`src/rtl/pcnt_frame_sched_pkg.sv`:
```
// Shared types and defaults for the frame popcount scheduler and its beat pipeline.
package pcnt_frame_sched_pkg;

    localparam int DEF_BEAT_W    = 32;
    localparam int DEF_CNT_W     = 16;
    localparam int DEF_FLUSH_CYC = 2;

    // Fixed latency of the beat popcount pipeline, in clock edges.
    localparam int PIPE_LAT = 2;

    typedef enum logic [1:0] {
        ST_IDLE  = 2'd0,
        ST_ACCUM = 2'd1,
        ST_FLUSH = 2'd2,
        ST_OUT   = 2'd3
    } state_e;

    // Width needed to hold a popcount of 0..beat_w.
    function automatic int pcnt_w(input int beat_w);
        return $clog2(beat_w + 1);
    endfunction

endpackage

```
`src/rtl/pcnt_beat_pipe.sv`:
```
// Two-stage registered popcount of one beat.
// Stage 1 reduces every byte to its 4-bit count in a compressor slice.
// Stage 2 sums the slice counts into the beat count.
// A cycle with in_vld low pushes a zero beat, so the pipe drains to zero counts.
module pcnt_beat_pipe
    import pcnt_frame_sched_pkg::*;
#(
    parameter int BEAT_W = DEF_BEAT_W,
    parameter int PCNT_W = pcnt_w(DEF_BEAT_W)
) (
    input  logic              clk,
    input  logic              rst_n,
    input  logic              clr,
    input  logic              in_vld,
    input  logic [BEAT_W-1:0] in_data,
    output logic [PCNT_W-1:0] cnt_o
);

    localparam int N_SLICE = BEAT_W / 8;

    logic [3:0]        slice_d [N_SLICE];
    logic [3:0]        slice_q [N_SLICE];
    logic [PCNT_W-1:0] sum_d;
    logic [PCNT_W-1:0] sum_q;

    function automatic logic [3:0] byte_ones(input logic [7:0] b);
        logic [3:0] s;
        s = '0;
        for (int i = 0; i < 8; i++) begin
            s = s + {3'b000, b[i]};
        end
        return s;
    endfunction

    // Stage 1 input: per-byte counts; an idle cycle contributes zero.
    always_comb begin
        for (int i = 0; i < N_SLICE; i++) begin
            slice_d[i] = in_vld ? byte_ones(in_data[8*i +: 8]) : 4'd0;
        end
    end

    // Stage 2 input: sum of the registered slice counts.
    always_comb begin
        sum_d = '0;
        for (int i = 0; i < N_SLICE; i++) begin
            sum_d = sum_d + PCNT_W'(slice_q[i]);
        end
    end

    // Pipeline registers; clr empties both stages.
    always_ff @(posedge clk or negedge rst_n) begin
        if (!rst_n) begin
            for (int i = 0; i < N_SLICE; i++) begin
                slice_q[i] <= '0;
            end
            sum_q <= '0;
        end else if (clr) begin
            for (int i = 0; i < N_SLICE; i++) begin
                slice_q[i] <= '0;
            end
            sum_q <= '0;
        end else begin
            for (int i = 0; i < N_SLICE; i++) begin
                slice_q[i] <= slice_d[i];
            end
            sum_q <= sum_d;
        end
    end

    assign cnt_o = sum_q;

endmodule

```
`src/rtl/pcnt_frame_sched.sv`:
```
// Frame scheduler: accepts beats, accumulates their popcounts and beat count,
// drains the beat pipeline after the last beat and presents one saturated result.
//
// Handshakes: a beat transfers on a rising edge where in_valid & in_ready;
// a result transfers on a rising edge where out_valid & out_ready. Data and
// in_last are ignored without a transfer; out_* hold stable while out_valid
// waits for out_ready.
//
// FLUSH_CYC must be at least the pipeline latency (2) so the last beat's count
// has reached the accumulator before the result is latched.
module pcnt_frame_sched
    import pcnt_frame_sched_pkg::*;
#(
    parameter int BEAT_W    = DEF_BEAT_W,
    parameter int CNT_W     = DEF_CNT_W,
    parameter int FLUSH_CYC = DEF_FLUSH_CYC
) (
    input  logic              clk,
    input  logic              rst_n,
    input  logic              clr,
    input  logic              in_valid,
    output logic              in_ready,
    input  logic [BEAT_W-1:0] in_data,
    input  logic              in_last,
    output logic              out_valid,
    input  logic              out_ready,
    output logic [CNT_W-1:0]  out_count,
    output logic [CNT_W-1:0]  out_beats,
    output logic              out_sat,
    output logic              busy
);

    localparam int          PCNT_W  = pcnt_w(BEAT_W);
    localparam int          FC_W    = (FLUSH_CYC > 1) ? $clog2(FLUSH_CYC) : 1;
    localparam logic [CNT_W:0] CNT_MAX = {1'b0, {CNT_W{1'b1}}};

    state_e            state_q,     state_d;
    logic [FC_W-1:0]   fcnt_q,      fcnt_d;
    logic [CNT_W:0]    acc_q,       acc_d;
    logic [CNT_W:0]    beats_q,     beats_d;
    logic              sat_q,       sat_d;
    logic              in_ready_q,  in_ready_d;
    logic              out_valid_q, out_valid_d;
    logic [CNT_W-1:0]  out_count_q, out_count_d;
    logic [CNT_W-1:0]  out_beats_q, out_beats_d;
    logic              out_sat_q,   out_sat_d;
    logic              busy_q,      busy_d;

    logic              xfer;
    logic [PCNT_W-1:0] pipe_cnt;
    logic [CNT_W:0]    acc_sum;
    logic [CNT_W:0]    beats_inc;

    assign xfer = in_valid & in_ready_q;

    pcnt_beat_pipe #(
        .BEAT_W (BEAT_W),
        .PCNT_W (PCNT_W)
    ) u_pipe (
        .clk     (clk),
        .rst_n   (rst_n),
        .clr     (clr),
        .in_vld  (xfer & ~clr),
        .in_data (in_data),
        .cnt_o   (pipe_cnt)
    );

    // Next-state, accumulation and registered-output logic.
    always_comb begin
        state_d     = state_q;
        fcnt_d      = fcnt_q;
        acc_d       = acc_q;
        beats_d     = beats_q;
        sat_d       = sat_q;
        out_valid_d = out_valid_q;
        out_count_d = out_count_q;
        out_beats_d = out_beats_q;
        out_sat_d   = out_sat_q;

        // The pipe emits zero when no beat is in flight, so adding every cycle is safe.
        acc_sum = acc_q + (CNT_W+1)'(pipe_cnt);
        if (acc_sum > CNT_MAX) begin
            acc_d = CNT_MAX;
            sat_d = 1'b1;
        end else begin
            acc_d = acc_sum;
        end

        beats_inc = beats_q + (CNT_W+1)'(1);
        if (xfer) begin
            if (beats_inc > CNT_MAX) begin
                beats_d = CNT_MAX;
                sat_d   = 1'b1;
            end else begin
                beats_d = beats_inc;
            end
        end

        case (state_q)
            ST_IDLE, ST_ACCUM: begin
                if (xfer) begin
                    if (in_last) begin
                        state_d = ST_FLUSH;
                        fcnt_d  = FC_W'(FLUSH_CYC - 1);
                    end else begin
                        state_d = ST_ACCUM;
                    end
                end
            end
            ST_FLUSH: begin
                if (fcnt_q == '0) begin
                    state_d = ST_OUT;
                end else begin
                    fcnt_d = fcnt_q - FC_W'(1);
                end
            end
            ST_OUT: begin
                if (!out_valid_q) begin
                    out_valid_d = 1'b1;
                    out_count_d = acc_q[CNT_W-1:0];
                    out_beats_d = beats_q[CNT_W-1:0];
                    out_sat_d   = sat_q;
                end else if (out_ready) begin
                    out_valid_d = 1'b0;
                    state_d     = ST_IDLE;
                    acc_d       = '0;
                    beats_d     = '0;
                    sat_d       = 1'b0;
                end
            end
            default: state_d = ST_IDLE;
        endcase

        // Abort wins over any beat or result transfer in the same cycle.
        if (clr) begin
            state_d     = ST_IDLE;
            fcnt_d      = '0;
            acc_d       = '0;
            beats_d     = '0;
            sat_d       = 1'b0;
            out_valid_d = 1'b0;
        end

        in_ready_d = (state_d == ST_IDLE) || (state_d == ST_ACCUM);
        busy_d     = (state_d != ST_IDLE);
    end

    // FSM and datapath registers.
    always_ff @(posedge clk or negedge rst_n) begin
        if (!rst_n) begin
            state_q     <= ST_IDLE;
            fcnt_q      <= '0;
            acc_q       <= '0;
            beats_q     <= '0;
            sat_q       <= 1'b0;
            in_ready_q  <= 1'b0;
            out_valid_q <= 1'b0;
            out_count_q <= '0;
            out_beats_q <= '0;
            out_sat_q   <= 1'b0;
            busy_q      <= 1'b0;
        end else begin
            state_q     <= state_d;
            fcnt_q      <= fcnt_d;
            acc_q       <= acc_d;
            beats_q     <= beats_d;
            sat_q       <= sat_d;
            in_ready_q  <= in_ready_d;
            out_valid_q <= out_valid_d;
            out_count_q <= out_count_d;
            out_beats_q <= out_beats_d;
            out_sat_q   <= out_sat_d;
            busy_q      <= busy_d;
        end
    end

    assign in_ready  = in_ready_q;
    assign out_valid = out_valid_q;
    assign out_count = out_count_q;
    assign out_beats = out_beats_q;
    assign out_sat   = out_sat_q;
    assign busy      = busy_q;

endmodule

```
`config.mk`:
```
export PLATFORM = sky130hd
export DESIGN_NAME = pcnt_frame_sched
export DESIGN_NICKNAME = d
export VERILOG_FILES = /design/src/rtl/pcnt_frame_sched_pkg.sv /design/src/rtl/pcnt_beat_pipe.sv /design/src/rtl/pcnt_frame_sched.sv
export SDC_FILE = /design/constraint.sdc
export NUM_CORES = 1
export LEC_CHECK = 0
export ABC_AREA = 1
export CAP_MARGIN = 20
export CORE_MARGIN = 2
export CORE_UTILIZATION = 50
export CTS_CLUSTER_DIAMETER = 50
export DETAILED_ROUTE_END_ITERATION = 10
export PLACE_DENSITY = 0.73
export SETUP_SLACK_MARGIN = 0.15
export SKIP_LAST_GASP = 1
export SLEW_MARGIN = 40
export SYNTH_ARGS = -nofsm -noshare
export SYNTH_HDL_FRONTEND = slang
export SYNTH_HIERARCHICAL = 1
export SYNTH_SLANG_ARGS = --single-unit
export TNS_END_PERCENT = 10
```
`constraint.sdc`:
```
create_clock -name clk -period 3.53 [get_ports clk]
set_input_delay 0.706 -clock clk [delete_from_list [all_inputs] [get_ports clk]]
set_output_delay 0.706 -clock clk [all_outputs]
set_load 0.02 [all_outputs]
```
==> results_dict.tcl, run 1 <==
set metrics [dict create \
    yosysMostFrequentCell "inv_1" \
    path_delay_family "adder cells" \
    arrival_ns 3.60 \
    synth.net_count 731 \
    status "finished clean" \
    crit_buf_inv 3 \
    pre_cts_ws_ns -0.150 \
    reg2reg_depth 13 \
    drc 0 \
    rsz0062_at_grt "yes" \
    finalCritPeriodShare_pct 93.8 \
    cts_tree "yes" \
    grt_pass1_vias 4208 \
    first_pass_iters 5 \
    vias 4312 \
    r2r-end "sat_q$_DFF_PN0_" \
    cp_common_cell "fa_1" \
    cp-startpoint "in_data[8]" \
    dp.cells 847 \
    worst_setup_path_start_kind "input pin" \
    ys_seq_area_share_pct 42.7 \
    grt_overflow_total 0 \
    avgSynthCellArea_um2 8.76 \
    synth-adder-area-share_pct 14.4 \
    fp.coreArea_um2 10900 \
    fin_area_um2 6790 \
    wl_um 11300 \
    setup_ws_ns 0.219 \
    fp.dieW_um 110 \
    drv_cap 0 \
    ys.flop_type "dfrtp_1" \
    ys_seq_elements 96 \
    insertion_delay_ns 0.35 \
    cts_sinks 96 \
    cts_max_path_buffers 2 \
    slew_viol_final 0 \
    relSlewSlack_pct 54.7 \
    async_flop_share_pct 100 \
    leakagePower_nw 3.33 \
    ys_types 42 \
    htreeDepth 3 \
    cpPeakStageDelay_ns 0.55 \
    skew_ns 0.00483 \
    drt_iter0_markers 222 \
    fmax_mhz 302 \
    whs_ns 0.408 \
    crit_path_max_fanout 2 \
    setup_viol 0 \
    cts.root.buffer_cell "clkbuf_16" \
    setup_tns_ns 0 \
    ant_nets 0 \
    hold_viol_final 0 \
    cts_made_buffers 9 \
    yosys-top-cells-area "dfrtp_1, fa_1, inv_1, nand2_1, ha_1" \
    fp.dieArea_um2 12100 \
    yosys.area_share.simple_pct 17.6 \
    gr-usage-all-layers_pct 20.5 \
    crit_path_end_kind "register" \
    antenna_found_initial 0 \
    ir_drop_uv 272 \
    design.portCount 74 \
    io_buffers 73 \
    antennaDiodeCount 0 \
    syn_to_final_growth_pct 20.6 \
    synth.cell_area_um2 5630 \
    synth_compound_area_share_pct 11.1 \
    hp-class "in2async" \
    die_h_um 110 \
    worstPathCellList "clkdlybuf4s50_1 -> inv_1 -> fa_1 -> fa_1 -> fa_1 -> inv_1 -> ha_1 -> fa_1 -> a21oi_2 -> o21a_1" \
    wl_per_cell_um 13.1 \
    synthCells 643 \
    grt_max_degree 97 \
    min_period_ns 3.31 \
    crit_required_ns 3.82 \
    synth_top_area_share_pct 42.7 \
    fin_nets 806 \
    place_hpwl_um 8400 \
    layoutNonFillerInstCount 862 \
    drt-vias-per-instance 5.00 \
    placed_area_um2 6510 \
    fin_util_pct 62.1 \
    tightest_slew_ns 0.679 \
    synth_edf_count 0 \
    num_rows 38 \
    ys_top_cells_by_count "inv_1, nand2_1, dfrtp_1, nor2_1, a21oi_1" \
    holdBufCountCts 0 \
    grt_pass1_wl_um 19200 \
    synthMuxAreaShare_pct 1.40 \
    yosysWarnings 6 \
    ff2ff_setup_slack_ns 0.86 \
    p_per_area_nw_per_um2 463 \
    synth_top_family_by_area "simple AND/OR/NAND/NOR gates" \
    path_class "in2reg" \
    r2r_start "acc_q[0]$_DFF_PN0_" \
    crit_slowest_cell "fa_1" \
    power_mw 3.14 \
    yosys.area_share.xor_xnor_pct 2.18 \
    yosysTopAreaCell "dfrtp_1" \
    drive_above_1_share_pct 9.70 \
    clk_pin_slew_ns 0.06 \
    start_util_pct 51.5 \
    gp_congestion 0.951 \
]
kinds of logic after synthesis:
group,Yosys count
simple gates,215
buf+inv,151
compound gates,109
flops,96
fa+ha+maj,50
xor+xnor,14
mux,7
other cells,1
layout by cell type (no fill, tap or decap), drive strengths merged:
| cell | instances |
|---|---|
| ha | 25 |
| a21oi | 45 |
| o22ai | 1 |
| a21o | 1 |
| mux2 | 7 |
| nor4 | 1 |
| a221oi | 1 |
| fa | 25 |
| clkinvlp | 1 |
| clkdlybuf4s50 | 72 |
| clkbuf | 12 |
| xor2 | 12 |
| a31oi | 5 |
| xnor2 | 2 |
| nor3 | 8 |
| nand2 | 123 |
| nand4 | 6 |
| o21ai | 51 |
| dfrtp | 96 |
| conb | 1 |
| clkinv | 3 |
| inv | 134 |
| nor2 | 50 |
| or2 | 2 |
| o21a | 4 |
| buf | 8 |
| nand3 | 21 |
| o31ai | 1 |
| nor3b | 4 |
sequential cells by signal (all words and copies together) (netlist names), 2 cells and up:
| register | cells |
|---|---|
| out_count | 16 |
| out_beats | 16 |
| state_q | 2 |
| acc_q | 17 |
| beats_q | 17 |
| u_pipe/slice_q | 16 |
| u_pipe/cnt_o | 6 |
what timing repair did:
action | in CTS | in global routing
gates resized for setup | 0 | 1
setup endpoints to repair | 0 | 4
buffers inserted | 0 | 0
power by group:
part           switching (mW)  total [mW]  internal [mW]
clock                   0.393       0.902          0.509
combinational           0.488       0.900          0.413
sequential             0.0898        1.34           1.25
total                   0.970        3.14           2.17
how the worst max path moves through the flow:
stage | endpoint | slack, ns | cells past startpoint
4_1_cts | u_pipe/slice_q[2]$_DFF_PN0_ | 0.20 | 10
5_1_grt | u_pipe/slice_q[10]$_DFF_PN0_ | 0.10 | 10
3_3_place_gp | u_pipe/slice_q[2]$_DFF_PN0_ | -0.07 | 10
6_report | u_pipe/slice_q[10]$_DFF_PN0_ | 0.22 | 10
3_5_place_dp | u_pipe/slice_q[2]$_DFF_PN0_ | -0.15 | 10
2_1_floorplan | u_pipe/slice_q[2]$_DFF_PN0_ | 0.42 | 9
per-layer routing:
layer / wire length, um / global-route usage, %
met1: 5070 / 27.5
met2: 5490 / 34.1
met3: 537 / 2.76
met4: 169 / 7.50
met5: 0 / 0
worst reg2reg max path, stage by stage, from the launching register on:
cell     delay [ns]
dfrtp_1        0.37
ha_1           0.20
inv_1          0.06
fa_1           0.41
inv_1          0.08
nand3_1        0.06
nand2_1        0.12
nand4_1        0.09
o21ai_0        0.19
nand3_1        0.13
nand2_1        0.44
inv_1          0.17
nor2_1         0.13
a21oi_1        0.07
layout make-up:
class,instances,area [um^2]
inverter,135,507
tap,140,175
clock inverter,3,17.5
timing repair buffer,80,793
sequential,96,2400
clock buffer,12,256
fill,968,4150
multi-input combinational,396,2640
(Power assumes the default switching activity.)
==> inputs of run 2 (changes only) <==
==> constraint.sdc (replaced) <==
create_clock -name clk -period 3.53 [get_ports clk]
set_input_delay 0.5295 -clock clk [delete_from_list [all_inputs] [get_ports clk]]
set_output_delay 0.5295 -clock clk [all_outputs]
set_load 0.005 [all_outputs]
==> results_dict.tcl, run 2 (synthesis results as in run 1) <==
set metrics [dict create \
    status "finished clean" \
    fin_nets 806 \
    grt_max_degree 60 \
    arrival_ns 3.44 \
    min_period_ns 3.16 \
    antennaDiodeCount 0 \
    vias 4367 \
    insertion_delay_ns 0.34 \
    wl_um 11700 \
    holdBufCountCts 0 \
    die_h_um 110 \
    cts_tree "yes" \
    worst_setup_path_start_kind "input pin" \
    fp.dieArea_um2 12100 \
    rsz0062_at_grt "no" \
    cts_resized 0 \
    hold_viol_final 0 \
    num_rows 38 \
    antenna_found_initial 0 \
    hp-class "in2async" \
    drc 0 \
    crit_path_max_fanout 2 \
    reg2reg_depth 13 \
    fmax_mhz 317 \
    grt_pass1_wl_um 19800 \
    fin_util_pct 62.1 \
    setup_tns_ns 0 \
    fp.dieW_um 110 \
    slew_viol_final 0 \
    first_pass_iters 6 \
    htreeDepth 3 \
    ir_drop_uv 268 \
    path_class "in2reg" \
    drt_iter0_markers 223 \
    clk_pin_slew_ns 0.07 \
    io_buffers 73 \
    fp.coreArea_um2 10900 \
    cts_sinks 96 \
    cts_made_buffers 9 \
    r2r_start "acc_q[0]$_DFF_PN0_" \
    tightest_slew_ns 0.673 \
    gp_congestion 0.941 \
    setup_viol 0 \
    relSlewSlack_pct 55.1 \
    drv_cap 0 \
    p_per_area_nw_per_um2 452 \
    grt_pass1_vias 4421 \
    wl_per_cell_um 13.6 \
    r2r-end "sat_q$_DFF_PN0_" \
    start_util_pct 51.5 \
    skew_ns 0.00898 \
    cts.root.buffer_cell "clkbuf_16" \
    post_cts_buffers 0 \
    finalCritPeriodShare_pct 89.5 \
    design.portCount 74 \
    crit_required_ns 3.81 \
    drive_above_1_share_pct 9.82 \
    syn_to_final_growth_pct 20.6 \
    cts_max_path_buffers 2 \
    drt-vias-per-instance 5.06 \
    leakagePower_nw 3.34 \
    final_common_cell "inv_1" \
    ant_nets 0 \
    ff2ff_setup_slack_ns 0.80 \
    gr-usage-all-layers_pct 21.0 \
    top_regs "acc_q: 17 flops, beats_q: 17 flops" \
    place_hpwl_um 8660 \
    final_cell_mix "inv_1, nand2_1, dfrtp_1" \
    crit_path_end_kind "register" \
    grt_overflow_total 0 \
]
run 2: cell types whose count changed in the layout (fill, tap and decap cells not counted), sizes merged:
cell / previous run / this run
clkbuf: 12 / 9
clkinv: 3 / 4
clkinvlp: 1 / 0
inv: 134 / 138
run 2: area by class of cell:
type | instances | area [um^2]
clock buffers | 9 | 225
clock inverters | 7 | 62.6
flip-flops and latches | 96 | 2400
well taps | 140 | 175
inverters | 135 | 507
fillers | 940 | 4150
multi-input cells | 396 | 2640
repair buffers | 80 | 781
run 2: how the worst max path moves through the flow:
stage          depth (start not counted)        start                      endpoint  slack [ns]
6_report                              10   in_data[8]  u_pipe/slice_q[10]$_DFF_PN0_        0.37
3_5_place_dp                          10   in_data[8]  u_pipe/slice_q[10]$_DFF_PN0_        0.01
3_3_place_gp                          10  in_data[24]   u_pipe/slice_q[2]$_DFF_PN0_        0.11
5_1_grt                               10  in_data[16]   u_pipe/slice_q[6]$_DFF_PN0_        0.26
4_1_cts                               10   in_data[8]  u_pipe/slice_q[10]$_DFF_PN0_        0.37
2_1_floorplan                          9  in_data[24]   u_pipe/slice_q[2]$_DFF_PN0_        0.60
run 2: where the power goes:
group / leakage, nW / switching [mW] / internal (mW)
clock network: 0.144 / 0.447 / 0.494
registers: 1.26 / 0.0911 / 1.25
logic: 1.93 / 0.377 / 0.408
run 2: worst max-delay path: stages:
cell and delay (ns):
clkdlybuf4s50_1 0.45, inv_1 0.05, fa_1 0.55, fa_1 0.43, fa_1 0.50, inv_1 0.04
ha_1 0.20, fa_1 0.41, a21oi_2 0.16, o21a_1 0.13
run 2: stage by stage:
stage	power [mW]	instance area [um^2]	worst slack (ns)	std cells	hold WS (ns)
floorplan	1.76	5630	0.599	643	0.234
global placement	2.11	6500	0.110	847	0.469
detailed placement	2.15	6500	0.0128	847	0.473
finish	3.07	6790	0.371	863	0.126
global route	3.28	6790	0.260	863	0.155
CTS	3.10	6790	0.365	863	0.138
run 2: per-layer routing:
| layer | track usage, % | share of wire, % | vias up |
|---|---|---|---|
| li1 | - | - | 2152 |
| met1 | 27.0 | 43 | 2071 |
| met2 | 36.5 | 50 | 131 |
| met3 | 3.59 | 5.2 | 13 |
| met4 | 6.25 | 1.4 | 0 |
| met5 | 0 | 0 | - |
==> inputs of run 3 (changes only) <==
- CORE_ASPECT_RATIO: not set -> 0.6
==> results_dict.tcl, run 3 (synthesis results as in run 1) <==
set metrics [dict create \
    placed_area_um2 6510 \
    fin_area_um2 6820 \
    cts_made_buffers 9 \
    fmax_mhz 316 \
    cts_max_path_buffers 2 \
    drc 0 \
    grt_overflow_total 0 \
    status "finished clean" \
    relSlewSlack_pct 54.7 \
    post_cts_buffers 0 \
    drive_above_1_share_pct 9.82 \
    start_util_pct 52.2 \
    routed-wl-met2_um 5190 \
    place_hpwl_um 8940 \
    fin_nets 806 \
    multiInputGateArea_um2 2640 \
    p_per_area_nw_per_um2 457 \
    skew_ns 0.00707 \
    drt-vias-per-instance 5.02 \
    wl_per_cell_um 13.7 \
    fp.dieArea_um2 12200 \
    hp-class "in2async" \
    ant_nets 0 \
    finalCritPeriodShare_pct 89.8 \
    hold_viol_final 0 \
    drt_iter0_markers 253 \
    cpPeakStageDelay_ns 0.56 \
    gp_congestion 0.891 \
    power_mw 3.12 \
    layoutNonFillerInstCount 862 \
    rsz0062_at_grt "no" \
    arrival_ns 3.44 \
    antennaDiodeCount 0 \
    wl_um 11800 \
    clk_pin_slew_ns 0.07 \
    cp_common_cell "fa_1" \
    topRoutingLayerUsed "met4" \
    fillers 884 \
    cts_tree "yes" \
    first_pass_iters 5 \
    pre_cts_ws_ns 0.0106 \
    grt_pass1_wl_um 20100 \
    grt_pass1_vias 4180 \
    holdBufCountCts 0 \
    die_h_um 86.2 \
    design.portCount 74 \
    setup_viol 0 \
    regArea_um2 2400 \
    slew_viol_final 0 \
    setup_tns_ns 0 \
    path_delay_family "adder cells" \
    wl_met1_um 5970 \
    leakagePower_nw 3.35 \
    drv_cap 0 \
    fp.coreArea_um2 10800 \
    final_common_cell "inv_1" \
    crit_required_ns 3.81 \
    path_class "in2reg" \
    grt_max_degree 97 \
    fin_util_pct 63.3 \
    io_buffers 73 \
    whs_ns 0.217 \
    ir_drop_uv 252 \
    worstPathCellList "clkdlybuf4s50_1 -> inv_1 -> fa_1 -> fa_1 -> fa_1 -> inv_1 -> ha_1 -> fa_1 -> a21oi_2 -> o21a_1" \
    crit_slowest_cell "fa_1" \
    syn_to_final_growth_pct 21.1 \
    setup_ws_ns 0.361 \
    dp.cells 846 \
    antenna_found_initial 0 \
    worst_setup_path_start_kind "input pin" \
    wl_met3_um 578 \
    htreeDepth 3 \
    fp.dieW_um 141 \
    tightest_slew_ns 0.678 \
    cts.root.buffer_cell "clkbuf_16" \
    gr-usage-all-layers_pct 20.9 \
    top_regs "acc_q: 17 flops, beats_q: 17 flops" \
    insertion_delay_ns 0.34 \
    min_period_ns 3.17 \
    cts_resized 0 \
    num_rows 29 \
    crit_path_max_fanout 2 \
    vias 4331 \
    cts_sinks 96 \
    final_cell_mix "inv_1, nand2_1, dfrtp_1" \
    crit_buf_inv 3 \
    crit_path_end_kind "register" \
]
run 3: final cells by class:
type                            count  area share [%]
Inverter                          135            7.43
Timing Repair Buffer               80            11.6
Clock inverter                      5           0.936
Tap cell                          139            2.55
Sequential cell                    96            35.2
Multi-Input combinational cell    396            38.7
Clock buffer                       11            3.56
run 3: layer usage:
metal  up-vias  GRT usage [%]
li1       2157              -
met4         0           4.45
met1      2044           31.9
met2       120           31.1
met3        10           4.14
met5         -              0
run 3: worst paths after layout:
path                                             start                           end  slack [ns]  cells after the start
min                                              rst_n      out_beats[2]$_DFFE_PN0P_        0.22                      2
min reg2reg                  out_beats[15]$_DFFE_PN0P_     out_beats[15]$_DFFE_PN0P_        0.48                      2
min in group clk             out_beats[15]$_DFFE_PN0P_     out_beats[15]$_DFFE_PN0P_        0.48                      2
max reg2reg                u_pipe/slice_q[5]$_DFF_PN0_     u_pipe/cnt_o[5]$_DFF_PN0_        0.95                     10
max in group asynchronous                        rst_n     out_beats[13]$_DFFE_PN0P_        2.90                      2
max                                         in_data[8]  u_pipe/slice_q[10]$_DFF_PN0_        0.36                     10
run 3: power by group:
part / switching, mW / total, mW / leakage, nW / internal, mW
Clock: 0.414 / 0.988 / 0.146 / 0.574
Combinational: 0.380 / 0.790 / 1.94 / 0.410
Sequential: 0.0908 / 1.34 / 1.26 / 1.25
Total: 0.885 / 3.12 / 3.35 / 2.23
